[src/rtl/bravo_pkg.sv]
// Shared constants and types for the player input path.
package bravo_pkg;

    // Index of each push-button within KEY / key_state.
    localparam int unsigned KEY_TURN_DONE = 0;
    localparam int unsigned KEY_DRAW      = 1;
    localparam int unsigned KEY_NEW_GAME  = 2;

    // Defaults for a 50 MHz clock: 10 ms debounce, 1 s long press.
    localparam int unsigned DEF_DEBOUNCE_CYCLES   = 500000;
    localparam int unsigned DEF_LONG_PRESS_CYCLES = 50000000;
    localparam int unsigned DEF_CNT_W             = 26;

    // Long-press state machine for the new-game key.
    typedef enum logic [1:0] {
        StReleased,
        StHolding,
        StFired
    } lp_state_e;

endpackage

[src/rtl/key_debounce.sv]
// One push-button: 2-flop synchroniser, debounce counter and registered press edge.
module key_debounce #(
    parameter int unsigned DEBOUNCE_CYCLES = 500000,
    parameter int unsigned CNT_W           = 26
) (
    input  logic clk,
    input  logic rst_n,
    input  logic i_key_n,
    output logic o_state,
    output logic o_press
);

    logic [1:0]       r_sync;
    logic             r_state;
    logic             r_state_d;
    logic             r_press;
    logic [CNT_W-1:0] r_cnt;
    logic             w_level;

    // Pressed level after synchronisation (button is active-low).
    assign w_level = ~r_sync[1];

    // Synchroniser resets to released so a held key is seen as a fresh press.
    always_ff @(posedge clk or negedge rst_n) begin
        if (!rst_n) begin
            r_sync <= 2'b11;
        end else begin
            r_sync <= {r_sync[0], i_key_n};
        end
    end

    // Accept a level change only after DEBOUNCE_CYCLES consecutive differing cycles.
    always_ff @(posedge clk or negedge rst_n) begin
        if (!rst_n) begin
            r_state <= 1'b0;
            r_cnt   <= '0;
        end else if (w_level == r_state) begin
            r_cnt <= '0;
        end else if (r_cnt == CNT_W'(DEBOUNCE_CYCLES - 1)) begin
            r_state <= ~r_state;
            r_cnt   <= '0;
        end else begin
            r_cnt <= r_cnt + 1'b1;
        end
    end

    // Registered rising edge of the debounced level; releases produce nothing.
    always_ff @(posedge clk or negedge rst_n) begin
        if (!rst_n) begin
            r_state_d <= 1'b0;
            r_press   <= 1'b0;
        end else begin
            r_state_d <= r_state;
            r_press   <= r_state & ~r_state_d;
        end
    end

    assign o_state = r_state;
    assign o_press = r_press;

endmodule

[src/rtl/player_input_interface.sv]
// Player push-buttons to single-cycle game commands with turn gating and priority.
// Optional LONG_PRESS_NEW_GAME_EN: new_game requires holding KEY[2] for LONG_PRESS_CYCLES.
module player_input_interface
    import bravo_pkg::*;
#(
    parameter int unsigned DEBOUNCE_CYCLES   = DEF_DEBOUNCE_CYCLES,
    parameter int unsigned LONG_PRESS_CYCLES = DEF_LONG_PRESS_CYCLES,
    parameter int unsigned CNT_W             = DEF_CNT_W
) (
    input  logic       clk,
    input  logic       rst_n,
    input  logic [2:0] KEY,
    input  logic       awaiting_user,
    output logic       user_turn_done,
    output logic       draw_offer,
    output logic       new_game,
    output logic [2:0] key_state
);

    localparam int unsigned MAX_CYCLES =
        (DEBOUNCE_CYCLES > LONG_PRESS_CYCLES) ? DEBOUNCE_CYCLES : LONG_PRESS_CYCLES;

    // Counters must be able to reach the larger of the two cycle limits.
    if ((64'(1) << CNT_W) <= 64'(MAX_CYCLES)) begin : g_cnt_w_check
        $error("CNT_W too small for the configured cycle counts");
    end

    logic [2:0] w_press;
    logic       w_ng_event;
    logic       w_turn_done;
    logic       w_draw;
    logic       r_draw_used;

    for (genvar i = 0; i < 3; i++) begin : g_key
        key_debounce #(
            .DEBOUNCE_CYCLES (DEBOUNCE_CYCLES),
            .CNT_W           (CNT_W)
        ) u_key_debounce (
            .clk     (clk),
            .rst_n   (rst_n),
            .i_key_n (KEY[i]),
            .o_state (key_state[i]),
            .o_press (w_press[i])
        );
    end

`ifdef LONG_PRESS_NEW_GAME_EN
    lp_state_e        r_lp_state;
    lp_state_e        w_lp_next;
    logic [CNT_W-1:0] r_hold_cnt;
    logic [CNT_W-1:0] w_hold_cnt_next;

    // Long-press state and hold counter registers.
    always_ff @(posedge clk or negedge rst_n) begin
        if (!rst_n) begin
            r_lp_state <= StReleased;
            r_hold_cnt <= '0;
        end else begin
            r_lp_state <= w_lp_next;
            r_hold_cnt <= w_hold_cnt_next;
        end
    end

    // Fire once after a full hold; an early release aborts silently.
    always_comb begin
        w_lp_next       = r_lp_state;
        w_hold_cnt_next = r_hold_cnt;
        w_ng_event      = 1'b0;
        unique case (r_lp_state)
            StReleased: begin
                if (w_press[KEY_NEW_GAME]) begin
                    w_lp_next       = StHolding;
                    w_hold_cnt_next = '0;
                end
            end
            StHolding: begin
                if (!key_state[KEY_NEW_GAME]) begin
                    w_lp_next = StReleased;
                end else if (r_hold_cnt == CNT_W'(LONG_PRESS_CYCLES - 1)) begin
                    w_ng_event = 1'b1;
                    w_lp_next  = StFired;
                end else begin
                    w_hold_cnt_next = r_hold_cnt + 1'b1;
                end
            end
            StFired: begin
                if (!key_state[KEY_NEW_GAME]) begin
                    w_lp_next = StReleased;
                end
            end
            default: w_lp_next = StReleased;
        endcase
    end
`else
    assign w_ng_event = w_press[KEY_NEW_GAME];
`endif

    // Gating and priority: new_game > user_turn_done > draw_offer.
    always_comb begin
        w_turn_done = w_press[KEY_TURN_DONE] & awaiting_user & ~w_ng_event;
        w_draw      = w_press[KEY_DRAW] & awaiting_user & ~r_draw_used
                      & ~w_ng_event & ~w_turn_done;
    end

    // One draw offer per turn; a finished turn or a new game re-arms it.
    always_ff @(posedge clk or negedge rst_n) begin
        if (!rst_n) begin
            r_draw_used <= 1'b0;
        end else if (w_ng_event || w_turn_done) begin
            r_draw_used <= 1'b0;
        end else if (w_draw) begin
            r_draw_used <= 1'b1;
        end
    end

    assign new_game       = w_ng_event;
    assign user_turn_done = w_turn_done;
    assign draw_offer     = w_draw;

endmodule

[config.mk]
export PLATFORM = sky130hd
export DESIGN_NAME = player_input_interface
export DESIGN_NICKNAME = d
export VERILOG_FILES = /design/src/rtl/bravo_pkg.sv /design/src/rtl/key_debounce.sv /design/src/rtl/player_input_interface.sv
export SDC_FILE = /design/constraint.sdc
export NUM_CORES = 1
export LEC_CHECK = 0
export ABC_AREA = 1
export CELL_PAD_IN_SITES_DETAIL_PLACEMENT = 0
export CELL_PAD_IN_SITES_GLOBAL_PLACEMENT = 1
export CORE_MARGIN = 5
export CORE_UTILIZATION = 46
export DETAILED_ROUTE_END_ITERATION = 8
export PLACE_DENSITY = 0.8
export SYNTH_ARGS = -nofsm -noshare
export SYNTH_HDL_FRONTEND = slang
export SYNTH_HIERARCHICAL = 1
export SYNTH_SLANG_ARGS = --single-unit
[constraint.sdc]
create_clock -name clk -period 1.5 [get_ports clk]
set_input_delay 0.3 -clock clk [delete_from_list [all_inputs] [get_ports clk]]
set_output_delay 0.3 -clock clk [all_outputs]
set_load 0.005 [all_outputs]
; ---- Word level (Yosys, flattened, before mapping)
; Index checks and enable logic that the tools add are counted.
[op_classes]
addsub = 3
n_eq_ne = 6
muxes = 8
bitwise = 24
n_reduce_logical = 5
[op_table]
columns = cell, n
row1 = two-way mux 26 bit, 6
row2 = adder 26 x 1 -> 26 bit (second input constant), 3
row3 = == test 26 x 19 -> 1 bit (second input constant), 3
row4 = NOT 1 bit, 15
row5 = bitwise AND 1 bit, 9
row6 = AND reduction 2 bit, 3
row7 = == test 1 bit, 3
row8 = two-way mux 1 bit, 2
row9 = nonzero test 2 bit, 1
row10 = logical OR 1 bit, 1
[word_totals]
ff_bits = 94
in_bits = 6
output_inout_bits = 6
wordCells = 62

; ---- Logic depth before layout (Yosys ltp)
; Gate-level depths: netlist (run 1).
[depth]
word_depth = 6
mapped_depth = 9
depth_no_buf = 9

; ---- Cells and area by module
; Netlist (run 1), hierarchy kept.
[by_module_without_submodules]
columns = module, instances, cells_per_inst, area_per_inst_um2, seq_area_each_um2
row1 = key_debounce, 3, 237, 1767.9, 778.2
row2 = player_input_interface, 1, 9, 65.1, 25.0

; ---- Worst setup path before layout (run 1)
; No wires, ideal clock.
[synth_timing]
path_kind = register -> register
from = register g_key[0].u_key_debounce.r_cnt[0]
to = register g_key[0].u_key_debounce.r_cnt[13]
setup_time_ns = 0.118
t_arrival_ns = 1.218
required_ns = 1.382
path_slack_ns = 0.164
stages_incl_launch_ff = 9
n_path_buf = 0
period_less_slack_ns = 1.336
path_cell_list = dfrtp_1 -> ha_1 -> nand2_2 -> nor2_2 -> nand2_1 -> nor2_2 -> nand2_2 -> nand2_4 -> nor2_1
[synth_via]
elab_chain_len = 3
elab_cells_between_ends = 4
classes_between = 1 x add/sub / 1 x eq/ne / 2 x mux
[synth_rtl]
columns = item, line
row1 = start: declaration, key_debounce.sv:17  ; logic [CNT_W-1:0] r_cnt;
row2 = start signal: assignment, key_debounce.sv:43  ; r_cnt <= r_cnt + 1'b1;
row3 = adder 26 x 1 -> 26 bit or == test 26 x 19 -> 1 bit (tied branches), "key_debounce.sv:43, key_debounce.sv:39"
row4 = two-way mux 26 bit (*), key_debounce.sv:39  ; end else if (r_cnt == CNT_W'(DEBOUNCE_CYCLES - 1)) begin
row5 = two-way mux 26 bit (*), key_debounce.sv:37  ; end else if (w_level == r_state) begin
; Every way passes the cells marked *; elsewhere a longest branch is shown, timed or not.
; A chain may end at the register's enable or synchronous reset.

; ---- Final worst setup path (run 1)
[layout_timing]
from = register g_key[1].u_key_debounce.r_cnt[1]
to = register g_key[1].u_key_debounce.r_cnt[3]
[layout_via]
elab_chain_len = 3
elab_cells_between_ends = 4
classes_between = 1 x add/sub / 1 x eq/ne / 2 x mux
[layout_rtl]
columns = item, line
row1 = start: declaration, key_debounce.sv:17
row2 = start signal: assignment, key_debounce.sv:43
row3 = adder 26 x 1 -> 26 bit or == test 26 x 19 -> 1 bit (tied branches), "key_debounce.sv:43, key_debounce.sv:39"
row4 = two-way mux 26 bit (*), key_debounce.sv:39
row5 = two-way mux 26 bit (*), key_debounce.sv:37
; Marks and branches as above.

==> results of run 1 <==
[worst register-to-register path, delay by kind of cell (launching register included)]
kind	cells	cell delay [ns]
flip-flops	1	0.36
adder cells (fa/ha/maj)	1	0.19
AND/OR/NAND/NOR	7	0.76
[flip-flops by register name (all words and copies together) (netlist names)]
name                            count
g_key.u_key_debounce/o_press        3
g_key.u_key_debounce/r_state_d      3
g_key.u_key_debounce/r_sync         6
g_key.u_key_debounce/o_state        3
g_key.u_key_debounce/r_cnt         78
r_draw_used                         1
[layout make-up]
| class | count | area (sq um) | share of cell area |
|---|---|---|---|
| multi-input combinational | 544 | 2800 | 0.441 |
| clock buffer | 10 | 239 | 0.0377 |
| sequential | 94 | 2360 | 0.373 |
| inverter | 79 | 297 | 0.0468 |
| timing repair buffer | 48 | 413 | 0.0651 |
| clock inverter | 6 | 51.3 | 0.00809 |
| tap | 143 | 179 | 0.0282 |
[logic make-up after synthesis]
group                      after synthesis  synth area share
DFF                                     94             0.440
and+or+nand+nor                        483             0.409
adders and majority gates                3           0.00699
AOI/OAI and AO/OA                       22            0.0219
buffers and inverters                   82            0.0594
xor gates and xnor gates                36            0.0629
[timing repair]
item,4_1_cts,5_1_grt
endpoints found under the hold margin,18,0
hold buffers,1,0
resized for setup,15,27
endpoints found under the setup margin,20,63
pin swaps,0,12
buffers inserted,3,7
[power breakdown]
part | switching, mW | internal, mW | leakage, nW
Sequential | 0.0237 | 2.57 | 1.28
Combinational | 0.143 | 0.0910 | 1.23
Clock | 1.06 | 1.20 | 0.140
[final timing paths]
kind,from,to,cells past startpoint
max in group asynchronous,rst_n,g_key[1].u_key_debounce/r_sync[0],3
hold / removal,g_key[1].u_key_debounce/r_sync[0],g_key[1].u_key_debounce/r_sync[1],0
hold reg to reg,g_key[1].u_key_debounce/r_sync[0],g_key[1].u_key_debounce/r_sync[1],0
setup / recovery,g_key[1].u_key_debounce/r_cnt[1],g_key[1].u_key_debounce/r_cnt[3],8
setup reg to reg,g_key[1].u_key_debounce/r_cnt[1],g_key[1].u_key_debounce/r_cnt[3],8
min in group asynchronous,rst_n,g_key[0].u_key_debounce/r_cnt[22],2
[per-layer routing]
metal	share of wire	vias up
li1	-	2306
met1	0.49	2054
met2	0.47	65
met3	0.027	14
met4	0.015	0
met5	0	-
[placed cells by master (no fill, tap or decap), types with 7 or more instances in the layout]
cell,synthesis,routed
nor2_4,15,22
nand2_4,6,7
nor2_2,36,37
nand2_1,183,181
nand2_2,17,17
nand3_1,36,36
a21oi_1,13,13
xor2_1,12,12
buf_4,3,34
clkbuf_16,0,9
inv_1,79,75
nor2_1,174,166
xnor2_1,21,21
dfrtp_1,88,85
[stage by stage]
stage	setup slack (ns)	std cells	utilization
6_report	0.0884	924	0.555
5_1_grt	-0.0137	924	0.555
4_1_cts	-0.00900	917	0.543
3_5_place_dp	-0.325	897	0.514
3_3_place_gp	-0.297	897	0.514
2_1_floorplan	0.164	720	-
==> metrics.yaml, run 1 <==
clock_tree:
  clock-sinks: 94
  cts.reportedPaths.clkPinSlew_ns: 0.07
  clockBufferDepth: 2
  clock_insertion_delay_worst_skew_ns: 0.35
  htreeDepth: 3
  tritoncts: "built"
  clock_tree.root_cell: "clkbuf_16"
  numCtsBuffers: 9
die:
  core_region_area_sq_um: 11400
  initial_cell_density_of_the_core: 0.470
  die_h_um: 118
  top_level_ports: 12
  placement_rows: 39
  chipWidth_um: 118
  floorplan.die_area_sq_um: 13900
cells_and_area:
  num_antenna_cells: 0
  syn2layout_area_growth_pct: 18.1
  fillCellCount: 1127
  finish.instance_area_sq_um: 6340
  nNetsFinal: 785
  final_layout_size_suffix_gt1_frac: 0.205
global_route:
  grt_start_max_net_pins: 27
  global_route.overflow_total: 0
  global_route_usage_sum: 0.184
  grt_util_met2: 0.292
  antenna_violations_before_repair: 0
  first_global_vias: 4381
  met1_usage: 0.252
  gr-max-usage-layer: "met2"
  gr_layer_usage_met3: 0.0384
  wire_length_of_the_first_global_routing_pass_um: 20900
setup_path:
  crit_path_cell_trace: "ha_2, nand2_2, nor2_2, nand2_1, nor2_4, nand2_4, nand2_8, nor2_1"
  critical_path.top_delay_family: "simple AND/OR/NAND/NOR gates"
  crit_path_end_kind: "flop"
  max_stage_delay_ns: 0.36
  worst-endpoint-arrival_ns: 1.65
  worstPathRequired_ns: 1.74
  critPathKind: "flop to flop"
  crit_fanout: 8
  timing.critical_path.slowest_stage_cell: "dfrtp_1"
  critPathLaunchType: "flop"
  setup_slack_reg_to_reg_ns: 0.09
  timing.critical_path.buf_inv: 0
sta:
  final-hold-violation-count: 0
  grt_setup_unrepaired: "yes"
  worst_clock_skew_ns: 0.00825
  totalNegativeSetupSlack_ns: 0
  finalWorstPathRequiredPeriod_ns: 1.41
  finalHoldWorstSlack_ns: 0.354
  final_max_slew_viol_count: 0
  setup_viol: 0
  slew_at_the_pin_with_the_worst_max_slew_slack_ns: 0.370
  fin_crit_sh: 0.941
  max_freq_ghz: 0.708
  timing.max_slew.rel_slack: 0.753
logic_synthesis:
  gate_count_of_the_mapped_netlist: 720
  syn_area_per_cell_sq_um: 7.46
  post-synth-top-count-cell: "nand2_1"
  synthTopCellsByArea: "dfrtp_1 (41%), nand2_1 (13%), nor2_1 (12%)"
  syn-cell-area_sq_um: 5370
  netlist-cell-type-count: 23
  post-synth-top-area-cell: "dfrtp_1"
  syn-num-nets: 729
  count_of_flip_flops_with_a_built_in_enable_after_synthesis: 0
  ys.warnings.count: 6
  synth_seq_area_share: 0.440
  synthDominantCellAreaShare: 0.410
  ys_top_cells_by_count: "nand2_1 (183), nor2_1 (174), dfrtp_1 (88)"
  synthFlopType: "dfrtp_1"
  postSynth.asyncResetShare: 1.00
  synth-seq-cells: 94
placed_design:
  gp_routability_congestion: 0.856
  placedInstanceArea_sq_um: 5870
  port-buffer-count: 11
  hpwlAfterDp_um: 9320
routing:
  postRouteAntennaNets: 0
  detail_route.vias_per_cell: 4.80
  drt_wl_total_um: 12300
  route.detailed.wl_per_inst_um: 13.3
  detailedRoute.firstPassIterationCount: 4
  drc_errors: 0
  num_vias: 4439
  drtIter0Drc: 251
status:
  run_status: "finished clean"
power:
  power.density_cell_area_nw_per_um2: 801
  power.static_leakage_nw: 2.65
  design_power_total_mw: 5.08
  worst_ir_drop_vdd_mv: 0.953
flow_run:
  cap_violations: 0
hold_path:
  path_category_of_the_worst_min_delay_check: "flop to flop"
(Power assumes the default switching activity.)
==> run 2, diff against run 1 <==
CAP_MARGIN = 25   (was not set)
SYNTH_HIERARCHICAL = not set   (was 1)
==> run 2 against run 1 <==
Net effect:
- the flow now finishes with violations (setup timing)
- hold slack worse by 0.0020 ns
- combinational power is 3% lower
- wire length is 3.7% lower
- clock skew is 0.0013 ns higher
- via count is 3.1% lower
- clock-buffer cell count is 1 lower
- setup slack worse by 0.11 ns
- critical path depth is 5 lower
- sequential cell count stayed put
- global-route usage is 0.53 points higher
- power is 0.59% higher
- fmax is 7.2% lower
- critical path type is now flop to primary output
- largest cell class unchanged
- highest routed layer unchanged
==> metrics.yaml, run 2 <==
setup_path:
  regToRegEndpoint: "g_key[1].u_key_debounce.r_cnt[24]"  # was g_key[1].u_key_debounce/r_cnt[3]
  crit_fanout: 2  # was 8
  critPathKind: "flop to primary output"  # was flop to flop
  worst-endpoint-arrival_ns: 1.22  # was 1.65 ns
  max_stage_delay_ns: 0.39  # was 0.36 ns
  timing.critical_path.buf_inv: 1  # was 0
  crit_path_end_kind: "primary output"  # was flop
  timing.critical_path.slowest_stage_cell: "dfrtp_1"  # unchanged
  worstPathRequired_ns: 1.20  # was 1.74 ns
  critical_path.top_delay_family: "flip-flops"  # was simple AND/OR/NAND/NOR gates
  critPathLaunchType: "flop"  # unchanged
  critical_path.reg2reg.startpoint: "g_key[1].u_key_debounce.o_state"  # was g_key[1].u_key_debounce/r_cnt[1]
  r2r_cells: 6  # was 8
  crit_path_cell_trace: "o21bai_4, nor3_2, buf_2"  # was ha_2, nand2_2, nor2_2, nand2_1, nor2_4, nand2_4, nand2_8, nor2_1
  setup_slack_reg_to_reg_ns: 0.01  # was 0.09 ns
placed_design:
  dp_cells: 870  # was 897
  gp_routability_congestion: 0.886  # was 0.856
  port-buffer-count: 11  # unchanged
  hpwlAfterDp_um: 8790  # was 9320 um
  preCtsSetupSlack_ns: -0.384  # was -0.325 ns
cells_and_area:
  multiInputGateArea_sq_um: 2700  # was 2800 sq um
  fillCellCount: 1023  # was 1127
  final_layout_size_suffix_gt1_frac: 0.192  # was 0.205
  nNetsFinal: 763  # was 785
  layout.cells.most_common: "nand2_1"  # unchanged
  regMostFlops: "g_key.u_key_debounce.r_cnt"  # was g_key.u_key_debounce/r_cnt
  syn2layout_area_growth_pct: 19.8  # was 18.1%
  top_library_cells_by_usage_in_the_layout_fill_and_taps_aside: "nand2_1 (176), nor2_1 (169), dfrtp_1 (86), inv_1 (63), nand3_1 (43)"  # was nand2_1 (181), nor2_1 (166), dfrtp_1 (85), inv_1 (75), nor2_2 (37)
  num_antenna_cells: 0  # unchanged
  largest_register_ff_count: 78  # unchanged
  finish.cell_count_without_fillers: 899  # was 924
  regArea_sq_um: 2360  # about the same
  layout_top_registers: "g_key.u_key_debounce.r_cnt x78, g_key.u_key_debounce.r_sync x6"  # was g_key.u_key_debounce/r_cnt x78, g_key.u_key_debounce/r_sync x6
global_route:
  wire_length_of_the_first_global_routing_pass_um: 20100  # was 20900 um
  global_route.overflow_total: 0  # unchanged
  antenna_violations_before_repair: 1  # was 0
  first_global_vias: 4224  # was 4381
  grt_start_max_net_pins: 41  # was 27
  global_route_usage_sum: 0.189  # was 0.184
hold_path:
  hold-path-endpoint: "g_key[0].u_key_debounce.r_sync[0]"  # was g_key[1].u_key_debounce/r_sync[1]
  worst_hold_path.num_cells: 1  # was 0
  min-delay-start: "KEY[0]"  # was g_key[1].u_key_debounce/r_sync[0]
  path_category_of_the_worst_min_delay_check: "input pin to flop"  # was flop to flop
logic_synthesis:
  syn_area_per_cell_sq_um: 7.42  # was 7.46 sq um
  ys.warnings.count: 0  # was 6
  synthTopCellsByArea: "dfrtp_1 (42%), nor2_1 (13%), nand2_1 (13%)"  # was dfrtp_1 (41%), nand2_1 (13%), nor2_1 (12%)
  count_of_flip_flops_with_a_built_in_enable_after_synthesis: 0  # unchanged
  post-synth-top-area-cell: "dfrtp_1"  # unchanged
  ys_top_cells_by_count: "nor2_1 (186), nand2_1 (179), dfrtp_1 (88)"  # was nand2_1 (183), nor2_1 (174), dfrtp_1 (88)
  gate_count_of_the_mapped_netlist: 700  # was 720
  syn-cell-area_sq_um: 5190  # was 5370 sq um
  syn-num-nets: 709  # was 729
  postSynth.asyncResetShare: 1.00  # unchanged
  synth_seq_area_share: 0.454  # was 0.440
  synthFlopType: "dfrtp_1"  # unchanged
  synth-seq-cells: 94  # unchanged
  netlist-cell-type-count: 27  # was 23
  post-synth-top-count-cell: "nor2_1"  # was nand2_1
  synthDominantCellAreaShare: 0.424  # was 0.410
sta:
  finalWorstPathRequiredPeriod_ns: 1.52  # was 1.41 ns
  timing.max_slew.rel_slack: 0.783  # was 0.753
  fin_crit_sh: 1.01  # was 0.941
  totalNegativeSetupSlack_ns: -0.0210  # was 0 ns
  grt_setup_unrepaired: "yes"  # unchanged
  setup_viol: 1  # was 0
  slew_at_the_pin_with_the_worst_max_slew_slack_ns: 0.324  # was 0.370 ns
  final_critical_path_setup_slack_ns: -0.0210  # was 0.0884 ns
  worst_clock_skew_ns: 0.00955  # was 0.00825 ns
  max_freq_ghz: 0.657  # was 0.708 GHz
  final-hold-violation-count: 0  # unchanged
  final_max_slew_viol_count: 0  # unchanged
die:
  placement_rows: 38  # was 39
  chipWidth_um: 116  # was 118 um
  top_level_ports: 12  # unchanged
  die_h_um: 116  # was 118 um
  floorplan.die_area_sq_um: 13500  # was 13900 sq um
  core_region_area_sq_um: 10900  # was 11400 sq um
  initial_cell_density_of_the_core: 0.475  # was 0.470
power:
  power.density_cell_area_nw_per_um2: 821  # was 801 nW/um^2
  worst_ir_drop_vdd_mv: 0.626  # was 0.953 mV
  power.static_leakage_nw: 2.59  # was 2.65 nW
routing:
  detailedRoute.firstPassIterationCount: 4  # unchanged
  postRouteAntennaNets: 0  # unchanged
  drc_errors: 0  # unchanged
  num_vias: 4303  # was 4439
  drt_wl_total_um: 11900  # was 12300 um
  drtIter0Drc: 301  # was 251
  detail_route.vias_per_cell: 4.79  # was 4.80
  route.detailed.wl_per_inst_um: 13.2  # was 13.3 um
clock_tree:
  clock_tree.root_cell: "clkbuf_16"  # unchanged
  cts.reportedPaths.clkPinSlew_ns: 0.07  # about the same
  clockBufferDepth: 2  # unchanged
  htreeDepth: 3  # unchanged
  clock-sinks: 94  # unchanged
  tritoncts: "built"  # unchanged
  numCtsBuffers: 9  # unchanged
  clock_insertion_delay_worst_skew_ns: 0.35  # about the same
status:
  run_status: "finished, violations left"  # was finished clean
  violations: "setup timing"
flow_run:
  cap_violations: 0  # unchanged
-- run 2: cell count changes in the layout (fill, tap and decap cells not counted), moves of 4 or more --
cell / delta
buf_6: +5
nor2_4: -5
o21ai_0: -5
nor2_2: -10
inv_1: -12
nand2_2: -4
xor2_1: +9
a21oi_1: -4
nand2_1: -5
nand3_1: +7
inv_8: +4
-- run 2: layout make-up --
cell class,instances,area share
timing repair buffer,49,0.0680
inverter,71,0.0434
multi-input combinational,529,0.433
clock inverter,7,0.0113
clock buffer,9,0.0362
sequential,94,0.380
tap,140,0.0282
-- run 2: how the worst max path moves through the flow --
stage                                      from                                end  slack (ns)  cells after the start
5_1_grt        g_key[1].u_key_debounce.r_cnt[1]  g_key[1].u_key_debounce.r_cnt[20]       -0.09                     10
6_report        g_key[2].u_key_debounce.o_press                         draw_offer       -0.02                      3
4_1_cts        g_key[2].u_key_debounce.r_cnt[1]  g_key[2].u_key_debounce.r_cnt[13]       0.002                      8
2_1_floorplan  g_key[0].u_key_debounce.r_cnt[0]  g_key[0].u_key_debounce.r_cnt[13]        0.15                      8
3_5_place_dp                      awaiting_user                         draw_offer       -0.38                      5
3_3_place_gp                      awaiting_user                         draw_offer       -0.39                      5
-- run 2: cells by family after synthesis --
family,synth area share
adder cells (fa/ha/maj),0.00723
AO/OA/AOI/OAI,0.0202
buffers and inverters,0.0597
AND/OR/NAND/NOR,0.390
XOR/XNOR,0.0689
flip-flops,0.454
-- run 2: power breakdown --
part | switching, mW | leakage [nW] | internal [mW]
combinational | 0.139 | 1.16 | 0.0891
clock | 1.11 | 0.144 | 1.18
sequential | 0.0200 | 1.28 | 2.57
total | 1.27 | 2.59 | 3.84
-- run 2: routing by layer --
layer  up-vias  part of all wire  track usage
met3        18             0.025       0.0285
met4         0             0.021       0.0758
li1       2257                 -            -
met1      1977              0.49        0.269
met2        51              0.46        0.291
met5         -                 0            0
-- run 2: timing repair --
action / 4_1_cts / 5_1_grt
hold buffers: 1 / 0
cloned: 0 / 0
setup buffers: 4 / 8
resized for setup: 17 / 52
hold endpoints to repair: 15 / 0
pin swaps: 1 / 25
endpoints found under the setup margin: 16 / 50
-- run 2: metrics by stage --
stage / cell area (sq um) / util / hold slack, ns / total power, mW
after floorplan: 5190 / - / 0.00441 / 2.71
after global placement: 5650 / 0.516 / 0.194 / 2.83
after detailed placement: 5650 / 0.516 / 0.194 / 2.84
after CTS: 5980 / 0.547 / 0.340 / 5.17
after global routing: 6220 / 0.569 / 0.343 / 5.34
final: 6220 / 0.569 / 0.352 / 5.11
